<file path="config.mk">
export PLATFORM = sky130hd
export DESIGN_NAME = gfx_pll_ctrl
export DESIGN_NICKNAME = d
export VERILOG_FILES = /design/src/rtl/gfx_pkg.sv /design/src/rtl/gfx_sync2.sv /design/src/rtl/gfx_pll_ctrl.sv
export SDC_FILE = /design/constraint.sdc
export NUM_CORES = 1
export LEC_CHECK = 0
export CORE_MARGIN = 2
export CORE_UTILIZATION = 60
export CTS_CLUSTER_DIAMETER = 60
export DETAILED_ROUTE_END_ITERATION = 8
export PLACE_DENSITY = 0.85
export SKIP_CTS_REPAIR_TIMING = 1
export SLEW_MARGIN = 25
export SYNTH_ARGS = -nofsm -noshare
export SYNTH_HDL_FRONTEND = slang
export SYNTH_SLANG_ARGS = --single-unit
</file>
<file path="constraint.sdc">
create_clock -name pclk -period 5 [get_ports pclk]
set_clock_uncertainty 0.05 [all_clocks]
set_input_delay 0.5 -clock pclk [delete_from_list [all_inputs] [get_ports pclk]]
set_output_delay 0.5 -clock pclk [all_outputs]
set_load 0.005 [all_outputs]
</file>
<file path="src/rtl/gfx_pkg.sv">
`default_nettype none
// ============================================================================
// Package  : gfx_pkg
// Brief    : Shared state encoding, default timing constants and helpers for
//            the HDMI pixel-clock PLL control sequencer.
// Revision : 1.0 - initial release
// ============================================================================
package gfx_pkg;

    typedef enum logic [2:0] {
        RESET_PLL = 3'd0,
        WAIT_LOCK = 3'd1,
        RUN       = 3'd2,
        PS_SETUP  = 3'd3,
        PS_PULSE  = 3'd4,
        PS_GAP    = 3'd5
    } gfx_state_t;

    localparam int c_RST_CYCLES   = 16;
    localparam int c_LOCK_STABLE  = 256;
    localparam int c_LOCK_TIMEOUT = 8192;
    localparam int c_N_CHANNELS   = 4;
    localparam int c_CNT_W        = 8;
    localparam int c_STEP_SETUP   = 2;
    localparam int c_STEP_PULSE   = 4;
    localparam int c_STEP_GAP     = 4;

    function automatic int max_int(input int a, input int b);
        return (a > b) ? a : b;
    endfunction

endpackage
`default_nettype wire

</file>
<file path="src/rtl/gfx_sync2.sv">
`default_nettype none
// ============================================================================
// Module   : gfx_sync2
// Brief    : Two-flop synchroniser for a single asynchronous level, reset to 0.
// Revision : 1.0 - initial release
// ============================================================================
module gfx_sync2 (
    input  logic clk,
    input  logic rst,
    input  logic i_async,
    output logic o_sync
);

    logic r_meta;
    logic r_sync;

    // Two back-to-back flops give the metastable first stage a full cycle to settle.
    always_ff @(posedge clk) begin
        if (rst) begin
            r_meta <= 1'b0;
            r_sync <= 1'b0;
        end else begin
            r_meta <= i_async;
            r_sync <= r_meta;
        end
    end

    assign o_sync = r_sync;

endmodule
`default_nettype wire

</file>
<file path="src/rtl/gfx_pll_ctrl.sv">
`default_nettype none
// ============================================================================
// Module   : gfx_pll_ctrl
// Brief    : EHXPLLL control sequencer: PLL reset / lock qualification,
//            pixel-domain reset release, and dynamic phase-shift stepping.
// Revision : 1.0 - initial release
// ============================================================================
module gfx_pll_ctrl
    import gfx_pkg::*;
#(
    parameter int RST_CYCLES   = c_RST_CYCLES,
    parameter int LOCK_STABLE  = c_LOCK_STABLE,
    parameter int LOCK_TIMEOUT = c_LOCK_TIMEOUT,
    parameter int N_CHANNELS   = c_N_CHANNELS,
    parameter int CNT_W        = c_CNT_W,
    parameter int STEP_SETUP   = c_STEP_SETUP,
    parameter int STEP_PULSE   = c_STEP_PULSE,
    parameter int STEP_GAP     = c_STEP_GAP
) (
    input  logic             pclk,
    input  logic             rst,
    input  logic             pll_lock,
    input  logic             relock_req,
    output logic             pll_rst,
    output logic             gfx_rst,
    output logic             locked,
    output logic [7:0]       lock_lost_cnt,
    input  logic             ps_valid,
    output logic             ps_ready,
    input  logic [1:0]       ps_sel,
    input  logic             ps_dir,
    input  logic [CNT_W-1:0] ps_count,
    output logic             ps_err,
    output logic [1:0]       phasesel,
    output logic             phasedir,
    output logic             phasestep
);

    // One shared down-counter times reset hold, lock timeout and step phases.
    localparam int c_TMR_MAX = max_int(max_int(RST_CYCLES, LOCK_TIMEOUT),
                                       max_int(STEP_SETUP, max_int(STEP_PULSE, STEP_GAP)));
    localparam int c_TMR_W   = $clog2(c_TMR_MAX + 1);
    localparam int c_STB_W   = $clog2(LOCK_STABLE + 1);

    localparam logic [c_TMR_W-1:0] c_LD_RST   = c_TMR_W'(RST_CYCLES - 1);
    localparam logic [c_TMR_W-1:0] c_LD_WAIT  = c_TMR_W'(LOCK_TIMEOUT - 1);
    localparam logic [c_TMR_W-1:0] c_LD_SETUP = c_TMR_W'(STEP_SETUP - 1);
    localparam logic [c_TMR_W-1:0] c_LD_PULSE = c_TMR_W'(STEP_PULSE - 1);
    localparam logic [c_TMR_W-1:0] c_LD_GAP   = c_TMR_W'(STEP_GAP - 1);
    localparam logic [c_STB_W-1:0] c_STB_LAST = c_STB_W'(LOCK_STABLE - 1);
    localparam logic [2:0]         c_NCH      = 3'(N_CHANNELS);

    gfx_state_t         r_state,     w_state;
    logic [c_TMR_W-1:0] r_tmr,       w_tmr;
    logic [c_STB_W-1:0] r_stable,    w_stable;
    logic [CNT_W-1:0]   r_steps,     w_steps;
    logic               r_pll_rst,   w_pll_rst;
    logic               r_gfx_rst,   w_gfx_rst;
    logic               r_locked,    w_locked;
    logic [7:0]         r_lost_cnt,  w_lost_cnt;
    logic               r_ps_ready,  w_ps_ready;
    logic               r_ps_err,    w_ps_err;
    logic [1:0]         r_phasesel,  w_phasesel;
    logic               r_phasedir,  w_phasedir;
    logic               r_phasestep, w_phasestep;

    logic w_lock_s;
    logic w_lock_fail;
    logic w_relock;
    logic w_sel_bad;

    gfx_sync2 u_lock_sync (
        .clk     (pclk),
        .rst     (rst),
        .i_async (pll_lock),
        .o_sync  (w_lock_s)
    );

    assign w_lock_fail = !w_lock_s && (r_state == RUN || r_state == PS_SETUP ||
                                       r_state == PS_PULSE || r_state == PS_GAP);
    assign w_relock    = relock_req && (r_state != RESET_PLL);
    assign w_sel_bad   = ({1'b0, ps_sel} >= c_NCH);

    // Next-state and next-output logic; every output is registered below.
    always_comb begin
        w_state     = r_state;
        w_tmr       = r_tmr;
        w_stable    = r_stable;
        w_steps     = r_steps;
        w_pll_rst   = r_pll_rst;
        w_gfx_rst   = r_gfx_rst;
        w_locked    = r_locked;
        w_lost_cnt  = r_lost_cnt;
        w_ps_ready  = 1'b0;
        w_ps_err    = r_ps_err;
        w_phasesel  = r_phasesel;
        w_phasedir  = r_phasedir;
        w_phasestep = r_phasestep;

        if (w_lock_fail || w_relock) begin
            // Abort whatever is running and restart the whole PLL sequence.
            w_state     = RESET_PLL;
            w_tmr       = c_LD_RST;
            w_stable    = '0;
            w_pll_rst   = 1'b1;
            w_gfx_rst   = 1'b1;
            w_locked    = 1'b0;
            w_phasestep = 1'b1;
            if (w_lock_fail && r_lost_cnt != 8'hFF)
                w_lost_cnt = r_lost_cnt + 8'd1;
        end else begin
            case (r_state)
                RESET_PLL: begin
                    if (r_tmr == '0) begin
                        w_state   = WAIT_LOCK;
                        w_pll_rst = 1'b0;
                        w_tmr     = c_LD_WAIT;
                        w_stable  = '0;
                    end else begin
                        w_tmr = r_tmr - 1'b1;
                    end
                end
                WAIT_LOCK: begin
                    w_stable = w_lock_s ? r_stable + 1'b1 : '0;
                    if (w_lock_s && r_stable == c_STB_LAST) begin
                        w_state   = RUN;
                        w_locked  = 1'b1;
                        w_gfx_rst = 1'b0;
                    end else if (r_tmr == '0) begin
                        w_state   = RESET_PLL;
                        w_pll_rst = 1'b1;
                        w_tmr     = c_LD_RST;
                    end else begin
                        w_tmr = r_tmr - 1'b1;
                    end
                end
                RUN: begin
                    w_ps_ready = 1'b1;
                    if (ps_valid && r_ps_ready) begin
                        if (w_sel_bad) begin
                            w_ps_err = 1'b1;
                        end else if (ps_count == '0) begin
                            w_ps_ready = 1'b0;
                        end else begin
                            w_ps_ready = 1'b0;
                            w_state    = PS_SETUP;
                            w_tmr      = c_LD_SETUP;
                            w_phasesel = ps_sel;
                            w_phasedir = ps_dir;
                            w_steps    = ps_count;
                        end
                    end
                end
                PS_SETUP: begin
                    if (r_tmr == '0) begin
                        w_state     = PS_PULSE;
                        w_phasestep = 1'b0;
                        w_tmr       = c_LD_PULSE;
                    end else begin
                        w_tmr = r_tmr - 1'b1;
                    end
                end
                PS_PULSE: begin
                    if (r_tmr == '0) begin
                        w_state     = PS_GAP;
                        w_phasestep = 1'b1;
                        w_tmr       = c_LD_GAP;
                        w_steps     = r_steps - 1'b1;
                    end else begin
                        w_tmr = r_tmr - 1'b1;
                    end
                end
                PS_GAP: begin
                    if (r_tmr != '0) begin
                        w_tmr = r_tmr - 1'b1;
                    end else if (r_steps == '0) begin
                        w_state = RUN;
                    end else begin
                        w_state     = PS_PULSE;
                        w_phasestep = 1'b0;
                        w_tmr       = c_LD_PULSE;
                    end
                end
                default: begin
                    w_state   = RESET_PLL;
                    w_tmr     = c_LD_RST;
                    w_pll_rst = 1'b1;
                end
            endcase
        end
    end

    // State, counters and registered outputs; rst overrides everything.
    always_ff @(posedge pclk) begin
        if (rst) begin
            r_state     <= RESET_PLL;
            r_tmr       <= c_LD_RST;
            r_stable    <= '0;
            r_steps     <= '0;
            r_pll_rst   <= 1'b1;
            r_gfx_rst   <= 1'b1;
            r_locked    <= 1'b0;
            r_lost_cnt  <= 8'd0;
            r_ps_ready  <= 1'b0;
            r_ps_err    <= 1'b0;
            r_phasesel  <= 2'd0;
            r_phasedir  <= 1'b1;
            r_phasestep <= 1'b1;
        end else begin
            r_state     <= w_state;
            r_tmr       <= w_tmr;
            r_stable    <= w_stable;
            r_steps     <= w_steps;
            r_pll_rst   <= w_pll_rst;
            r_gfx_rst   <= w_gfx_rst;
            r_locked    <= w_locked;
            r_lost_cnt  <= w_lost_cnt;
            r_ps_ready  <= w_ps_ready;
            r_ps_err    <= w_ps_err;
            r_phasesel  <= w_phasesel;
            r_phasedir  <= w_phasedir;
            r_phasestep <= w_phasestep;
        end
    end

    assign pll_rst       = r_pll_rst;
    assign gfx_rst       = r_gfx_rst;
    assign locked        = r_locked;
    assign lock_lost_cnt = r_lost_cnt;
    assign ps_ready      = r_ps_ready;
    assign ps_err        = r_ps_err;
    assign phasesel      = r_phasesel;
    assign phasedir      = r_phasedir;
    assign phasestep     = r_phasestep;

endmodule
`default_nettype wire
</file>
=== After elaboration in Yosys (flattened, before gate mapping) ===
Cells that the tools add are included.

* Flip-flop bits (word level): 52
* Latch bits: 0
* Memory bits (writable): 0
* Bits in read-only memories: 0
* Input port bits: 16
* Output and inout bits: 17
* Logic and storage cells: 106
* Memories: 0

* $add $sub $neg: 4
* Multipliers: 0
* Divide/modulo/power cells: 0
* $lt $le $gt $ge: 0
* Equal/unequal tests: 18
* Shift operators: 0
* Multiplexer cells: 34
* Bitwise logic cells: 4
* Reduce and logical (&&, ||, !) cells: 32

{| class="wikitable"
|+ Operators by type and width
! cell !! number
|-
| 2-to-1 mux 14 bit || 8
|-
| one-hot mux 14 bit (5 select lines) || 1
|-
| 2-to-1 mux 3 bit || 9
|-
| 2-to-1 mux 8 bit || 3
|-
| 2-to-1 mux 9 bit || 2
|-
| one-hot mux 3 bit (6 select lines) || 1
|-
| one-hot mux 9 bit (2 select lines) || 1
|-
| zero test 8 bit || 2
|-
| one-hot mux 8 bit (2 select lines) || 1
|-
| zero test 14 bit || 1
|-
| nonzero test 14 bit || 1
|-
| subtractor 14 x 1 -> 14 bit (second input constant) || 1
|-
| inequality test 2 bit (second input constant) || 6
|-
| AND reduction 4 bit || 3
|-
| AND reduction 5 bit || 2
|-
| adder 9 x 1 -> 9 bit (second input constant) || 1
|-
| equality test 9 x 8 -> 1 bit (second input constant) || 1
|-
| adder 8 x 1 -> 8 bit (second input constant) || 1
|-
| inequality test 8 bit (second input constant) || 1
|-
| subtractor 8 x 1 -> 8 bit (second input constant) || 1
|-
| AND reduction 7 bit || 1
|-
| equality test 3 x 2 -> 1 bit (second input constant) || 2
|-
| equality test 3 bit (second input constant) || 2
|-
| 2-to-1 mux 1 bit || 6
|-
| other kinds (15) || 34
|}

=== Longest topological paths before layout ===
Gate-level depths: netlist of the first run.

* Depth after elaboration: 8
* Gate-level depth with buffers: 11
* Depth with buffers taken out: 10

=== Cells and area by module ===
Synthesis of the first run repeated with hierarchy kept, for this count alone.

* Cell total of the unflattened synthesis: 372
* Area total of the unflattened synthesis: 2,967.8 µm²

{| class="wikitable"
|+ By module, submodules not included
! module !! instances !! cells each !! area an instance (µm²) !! seq. area each (µm²)
|-
| gfx_pll_ctrl || 1 || 368 || 2,915.3 || 1,001.0
|-
| gfx_sync2 || 1 || 4 || 52.6 || 40.0
|}

=== Worst setup path before layout of the first run ===
Ideal clock, no wire load.

* Path type: register -> register
* Start point: reg r_stable[0]
* End point: reg r_tmr[13]
* Library setup time: 0.071 ns
* Data arrival time: 2.072 ns
* Required time: 4.879 ns
* Slack: 2.807 ns
* Stages on the path, launching flop included: 11
* Path buffers: 0
* Clock period less this slack: 2.193 ns
* Cells stage by stage: dfxtp_1 ha_1 and3_1 nand3_1 nor2_1 ha_1 nand2_1 o21ai_1 or2_2 or3_1 a21oi_1

* Longest elaborated chain between the ends: 4

{| class="wikitable"
|+ Ends and longest elaborated chain
! element !! line !! RTL
|-
| start: declaration || gfx_pll_ctrl.sv:55 || <nowiki>logic [c_STB_W-1:0] r_stable, w_stable;</nowiki>
|-
| start signal: assignment || gfx_pll_ctrl.sv:212 || <nowiki>r_stable <= w_stable;</nowiki>
|-
| equality test 9 x 8 -> 1 bit || gfx_pll_ctrl.sv:125 || <nowiki>if (w_lock_s && r_stable == c_STB_LAST) begin</nowiki>
|-
| logical AND 1 bit || gfx_pll_ctrl.sv:125 ||
|-
| inequality test 2 bit (no source line) || -- ||
|-
| AND reduction 4 bit (no source line) || -- ||
|-
| end signal: assignment || gfx_pll_ctrl.sv:197 || <nowiki>r_tmr <= c_LD_RST;</nowiki>
|-
| end signal: assignment || gfx_pll_ctrl.sv:211 || <nowiki>r_tmr <= w_tmr;</nowiki>
|-
| end: declaration || gfx_pll_ctrl.sv:54 || <nowiki>logic [c_TMR_W-1:0] r_tmr, w_tmr;</nowiki>
|}

No other way between the ends.
A chain may end at the register's enable or synchronous reset.

=== Final worst setup path of the first run ===
* Start point: reg r_tmr[0]
* End point: reg r_tmr[7]

* Longest elaborated chain between the ends: 4
* Elaborated cells between the ends (all ways): 11
* Classes of those cells: add/sub (1); eq/ne (1); mux (6); reduce/logical (3)

{| class="wikitable"
|+ Ends and longest elaborated chain
! element !! line !! RTL
|-
| subtractor 14 x 1 -> 14 bit / zero test 14 bit (equally long branches) || -- ||
|-
| 2-to-1 mux 14 bit || gfx_pll_ctrl.sv:129 || <nowiki>end else if (r_tmr == '0) begin</nowiki>
|-
| 2-to-1 mux 14 bit || gfx_pll_ctrl.sv:125 ||
|-
| one-hot mux 14 bit (5 select lines) || gfx_pll_ctrl.sv:112 || <nowiki>case (r_state)</nowiki>
|}

Several ways; a longest one is shown, not always the timed one. The select of a mux whose other input is x is not followed.

==> impl_metrics.csv, run 1 <==
group,metric,value,unit
status,status,"completed",
global_routing,track_usage,24.61,%
critical_path,cp_slowest_cell,"o21ai_0",
place,gp_congestion,0.9018,
floorplanning,initial_core_util,63.27,%
logic_synthesis,async_flop_share,0,%
logic_synthesis,ys_ff_latch,52,
critical_path,end_kind,"flip-flop",
global_routing,grt_pass1_vias,2406,
timing,setup_viol,0,
critical_path,path_common_cell,"a21oi_1",
timing,rsz0062_at_grt,"no",
critical_path,cp_max_fo,14,
timing,fin_crit_sh,56.70,%
timing,worst_pin_slew,852.2,ps
timing,setup_ws,2165,ps
power,leakage,0.001132,uW
min_path,hp-start,"u_lock_sync.r_meta$_SDFF_PP0_",
detailed_routing,dr.first_iter.drc_count,334,
cts,clkTransAtPathRegs,100,ps
power,vdd_drop_max,215.7,uV
logic_synthesis,yosys.cell_count.top_type,"dfxtp_1",
finish,nets,403,
cts,clk_path_buf_depth,2,
critical_path,critPathTopFamily,"compound AO/OA/AOI/OAI gates",
finish,area_delta_synth_final,14.74,%
logic_synthesis,synth_top_cell_by_area,"dfxtp_1",
floorplanning,die_width,72.23,um
floorplanning,dieArea,5216,um2
cts,clkLatencyLatePin,300,ps
critical_path,cp_num_buf_inv,1,
cts,tritoncts,"done",
cts,cts_buffers,5,
critical_path,regToRegSetupSlack,2160,ps
timing,fmax,352.7,MHz
timing,finalHoldViolCount,0,
detailed_routing,drt-total-wl,6310,um
place,portBuffers,31,
critical_path,slowest_delay,700,ps
detailed_routing,routed-via-count,2707,
cts,root_buffer,"clkbuf_8",
timing,fin_crit,2835,ps
logic_synthesis,synth_common_cells,"dfxtp_1, nor2_1, a21oi_1",
timing,slew_headroom,43.01,%
floorplanning,core,4414,um2
logic_synthesis,yosysTopAreaCellShare,37.28,%
logic_synthesis,yosys-top-cells-area,"dfxtp_1, a21oi_1, nor2_1",
global_routing,antenna_found_initial,0,
logic_synthesis,ys_types,61,
floorplanning,io_pins,33,
detailed_routing,ant_nets,0,
logic_synthesis,yosysSeqAreaShare,37.28,%
logic_synthesis,synth_nets,378,
finish,drive_gt1_share,7.068,%
place,hpwl,4444,um
logic_synthesis,synth_warnings,0,
critical_path,critical_path_class,"flip-flop to flip-flop",
cts,cts_sinks,52,
critical_path,cp_data_required_time,5140,ps
critical_path,worst_setup_path_start_kind,"flip-flop",
power,powerDensity,218.0,nW/um2
global_routing,grt_max_degree,24,
min_path,hold_class,"flip-flop to flip-flop",
finish,antennaDiodeCount,0,
global_routing,grt_overflow,0,
detailed_routing,vias_per_cell,6.237,
timing,slew_viol_final,0,
detailed_routing,first_pass_iters,5,
detailed_routing,drc,0,
critical_path,setup.worst_path.start,"r_tmr[0]$_SDFFE_PP1P_",
logic_synthesis,synthCells,356,
logic_synthesis,synthFlopType,"dfxtp_1",
cts,htree_levels,2,
critical_path,r2r-start,"r_tmr[0]$_SDFFE_PP1P_",
global_routing,grt_pass1_wl,10490,um
place,pre_cts_ws,2210,ps
logic_synthesis,syn_area,2793,um2
detailed_routing,wl_per_cell,14.54,um
flow_run,maxCapViolations,0,
logic_synthesis,syn_area_per_cell,7.845,um2
critical_path,crit_arrival,2980,ps
floorplanning,die_h,72.23,um
logic_synthesis,synth_edf_count,0,
timing,tns,0,ps
critical_path,worstPathCellList,"inv_1, ha_1, nor4b_2, nand4_2, o21ai_0, a21oi_1, o21ai_1, a21oi_1",
floorplanning,rows,24,
-- per-stage QoR --
| step | hold slack [ps] | utilization (%) | cell area, um2 | cells | power, uW |
|---|---|---|---|---|---|
| 3_3_place_gp | 369.3 | 70.52 | 3113 | 426 | 463.5 |
| 2_1_floorplan | 363.8 | - | 2793 | 356 | 445.6 |
| 3_5_place_dp | 372.3 | 70.52 | 3113 | 426 | 464.1 |
| 4_1_cts | 397.0 | 72.59 | 3204 | 434 | 704.5 |
| 6_report | 395.2 | 72.59 | 3204 | 434 | 698.7 |
| 5_1_grt | 417.8 | 72.59 | 3204 | 434 | 724.3 |
-- worst paths after layout --
check,to,cells past startpoint
max reg2reg,r_tmr[7]$_SDFFE_PP0P_,8
min reg2reg,u_lock_sync.o_sync$_SDFF_PP0_,1
min,u_lock_sync.o_sync$_SDFF_PP0_,1
max,r_tmr[7]$_SDFFE_PP0P_,8
-- power breakdown --
group          leakage (uW)  internal, uW  total (uW)  switching (uW)
combinational      0.000663          18.3        35.4            17.1
clock             0.0000485           101         244             143
sequential         0.000420           417         420            2.98
-- logic make-up (layout without fill, tap and decap cells) --
kind of cell	count (synthesis)	count (layout)	synth area share (%)
and+or+nand+nor	146	146	26.66
AOI/OAI and AO/OA	114	114	25.67
DFF	52	52	37.28
buffers and inverters	27	53	4.256
adders and majority gates	6	6	2.688
xor gates and xnor gates	6	6	1.882
muxes	4	4	1.434
other	1	1	0.1343
-- cell type report --
cell class	count	area [um2]
multi-input combinational	277	1633
fill	351	1210
clock inverter	3	22.52
sequential	52	1041
tap	52	65.06
inverter	11	41.29
clock buffer	5	68.82
timing repair buffer	34	332.8
-- layer usage --
layer | up-vias | track usage (%) | wire, um
li1 | 1348 | - | -
met1 | 1262 | 32.54 | 2858
met2 | 92 | 40.47 | 3027
met3 | 5 | 5.278 | 375
met4 | 0 | 7.338 | 49
met5 | - | 0 | 0
-- placed cells by master, fill, tap and decap left out, drive strengths merged, types with 6 or more instances in the layout --
cell type and count:
a21oi 43, nand3 11, o21ai 32, nand2 25, nor2 51, or2 6, a31oi 6, or3 6
nor3 12, ha 6, dfxtp 52, inv 12, clkdlybuf4s50 31
-- sequential cells by signal (all words and copies together), names as in the netlist --
| name | count |
|---|---|
| r_stable | 9 |
| r_tmr | 14 |
| gfx_rst | 1 |
| ps_ready | 1 |
| u_lock_sync.r_meta | 1 |
| r_steps | 8 |
| phasedir | 1 |
| pll_rst | 1 |
| lock_lost_cnt | 8 |
| u_lock_sync.o_sync | 1 |
| locked | 1 |
| phasesel | 2 |
| r_state | 3 |
| phasestep | 1 |
-- worst reg2reg max path, stage by stage (launching register included) --
cell and delay, ps:
dfxtp_1 370, inv_1 80, ha_1 220, nor4b_2 520, nand4_2 450, o21ai_0 700, a21oi_1 110, o21ai_1 160
a21oi_1 70
Note: power is estimated with default switching activity, not from simulation.
==> run 2: changes to the inputs <==
CORE_UTILIZATION = 50   (was 60)
PLACE_DENSITY = 0.75   (was 0.85)
clock period = 2.6 ns   (was 5 ns; I/O delays follow)
==> impl_metrics.csv, run 2 (synthesis gave the netlist of run 1 again) <==
group,metric,value,unit
detailed_routing,drt-total-wl,6632,um
critical_path,crit_arrival,2510,ps
global_routing,grt_max_degree,23,
global_routing,antenna_found_initial,0,
floorplanning,dieArea,6199,um2
critical_path,worstReg2RegEnd,"r_tmr[10]$_SDFFE_PP0P_",
detailed_routing,vias_per_cell,5.696,
floorplanning,die_width,78.74,um
cts,root_buffer,"clkbuf_8",
cts,clkTransAtPathRegs,100,ps
finish,nets,419,
timing,fin_crit_sh,89.87,%
place,dp.cells,462,
cts,htree_levels,2,
status,status,"completed",
power,vdd_drop_max,240.3,uV
power,powerDensity,424.4,nW/um2
min_path,hp-start,"u_lock_sync.r_meta$_SDFF_PP0_",
timing,finalHoldViolCount,0,
timing,fin_crit,2337,ps
timing,worst_pin_slew,568.2,ps
detailed_routing,wl_per_cell,14.11,um
flow_run,maxCapViolations,0,
min_path,hold_end,"u_lock_sync.o_sync$_SDFF_PP0_",
cts,clk_path_buf_depth,2,
detailed_routing,dr.first_iter.drc_count,208,
detailed_routing,routed-via-count,2677,
floorplanning,die_h,78.74,um
place,hpwl,4741,um
finish,area_delta_synth_final,20.83,%
floorplanning,core,5439,um2
place,gp_congestion,0.9261,
place,dpl-instance-area,3258,um2
critical_path,cp_max_fo,9,
finish,antennaDiodeCount,0,
timing,slew_viol_final,0,
finish,drive_gt1_share,11.06,%
global_routing,grt_pass1_wl,11500,um
floorplanning,io_pins,33,
timing,slew_headroom,61.72,%
cts,clkLatencyLatePin,310,ps
finish,largest_reg_flops,14,
critical_path,regToRegSetupSlack,260,ps
critical_path,r2r-start,"r_stable[0]$_SDFFE_PP0P_",
critical_path,end_kind,"flip-flop",
detailed_routing,first_pass_iters,4,
min_path,hold_depth,1,
timing,rsz0062_at_grt,"no",
power,leakage,0.001218,uW
finish,mostFrequentLayoutCells,"dfxtp_1, nor2_1, a21oi_1",
detailed_routing,ant_nets,0,
critical_path,cp_data_required_time,2780,ps
finish,top_regs,"r_tmr x14, r_stable x9",
place,portBuffers,31,
critical_path,worst_setup_path_start_kind,"flip-flop",
global_routing,grt_overflow,0,
min_path,hold_class,"flip-flop to flip-flop",
global_routing,track_usage,22.64,%
detailed_routing,drc,0,
floorplanning,rows,27,
cts,tritoncts,"done",
cts,cts_sinks,52,
timing,fmax,428.0,MHz
finish,final_common_cell,"dfxtp_1",
finish,largest_register,"r_tmr",
finish,fill_cells,513,
floorplanning,initial_core_util,51.35,%
finish,final_area,3374,um2
finish,fin_util,62.04,%
cts,cts_buffers,5,
critical_path,rr_worst_depth,10,
critical_path,critical_path_class,"flip-flop to flip-flop",
timing,tns,0,ps
global_routing,grt_pass1_vias,2468,
timing,setup_viol,0,
finish,stdcell_count,470,
run 2: how the worst max path moves through the flow:
stage / start / end / depth (start not counted)
global placement: ps_count[6] / r_tmr[10]$_SDFFE_PP0P_ / 8
finish: r_stable[0]$_SDFFE_PP0P_ / r_tmr[10]$_SDFFE_PP0P_ / 10
floorplan: r_stable[0]$_SDFFE_PP0P_ / r_tmr[13]$_SDFFE_PP0P_ / 10
CTS: r_stable[0]$_SDFFE_PP0P_ / r_tmr[10]$_SDFFE_PP0P_ / 10
global route: r_tmr[0]$_SDFFE_PP1P_ / r_tmr[6]$_SDFFE_PP0P_ / 11
detailed placement: r_stable[0]$_SDFFE_PP0P_ / r_tmr[10]$_SDFFE_PP0P_ / 10
run 2: area by class of cell:
class / count / area, um2 / area share [%]
clock buffer: 5 / 68.82 / 2.039
clock inverter: 3 / 42.54 / 1.261
inverter: 11 / 41.29 / 1.224
multi-input combinational: 277 / 1638 / 48.54
sequential: 52 / 1041 / 30.85
tap: 72 / 90.09 / 2.670
timing repair buffer: 50 / 452.9 / 13.42
run 2: worst max-delay path: stages, from the launching register on:
cell and delay [ps]:
dfxtp_1 350, ha_1 230, and3_1 210, nand3_1 120
nor2_1 70, ha_1 220, nand2_1 100, o21ai_1 120
nor2_2 340, o2111ai_1 230, o31ai_1 230
run 2: per-layer routing:
metal	up-vias	global-route usage [%]	part of all wire (%)	wire length [um]
li1	1370	-	-	-
met1	1238	30.90	48	3165
met2	63	37.61	47	3120
met3	6	3.750	4.3	283
met4	0	5.263	0.95	63
met5	-	0	0	0
run 2: power breakdown:
part,switching (uW),leakage (uW),internal [uW],total [uW]
sequential,5.75,0.000420,801,807
combinational,33.5,0.000744,37.5,71.0
clock,269,0.0000541,285,554
total,308,0.00122,1120,1430
run 2: metrics by stage:
step / worst slack (ps) / power, uW / hold slack [ps]
after CTS: 85.03 / 1445 / 403.6
after global routing: 61.29 / 1481 / 414.0
after detailed placement: 131.0 / 894.8 / 379.7
final: 263.3 / 1432 / 399.1
after floorplan: 407.1 / 857.0 / 281.6
after global placement: 200.3 / 894.4 / 368.7
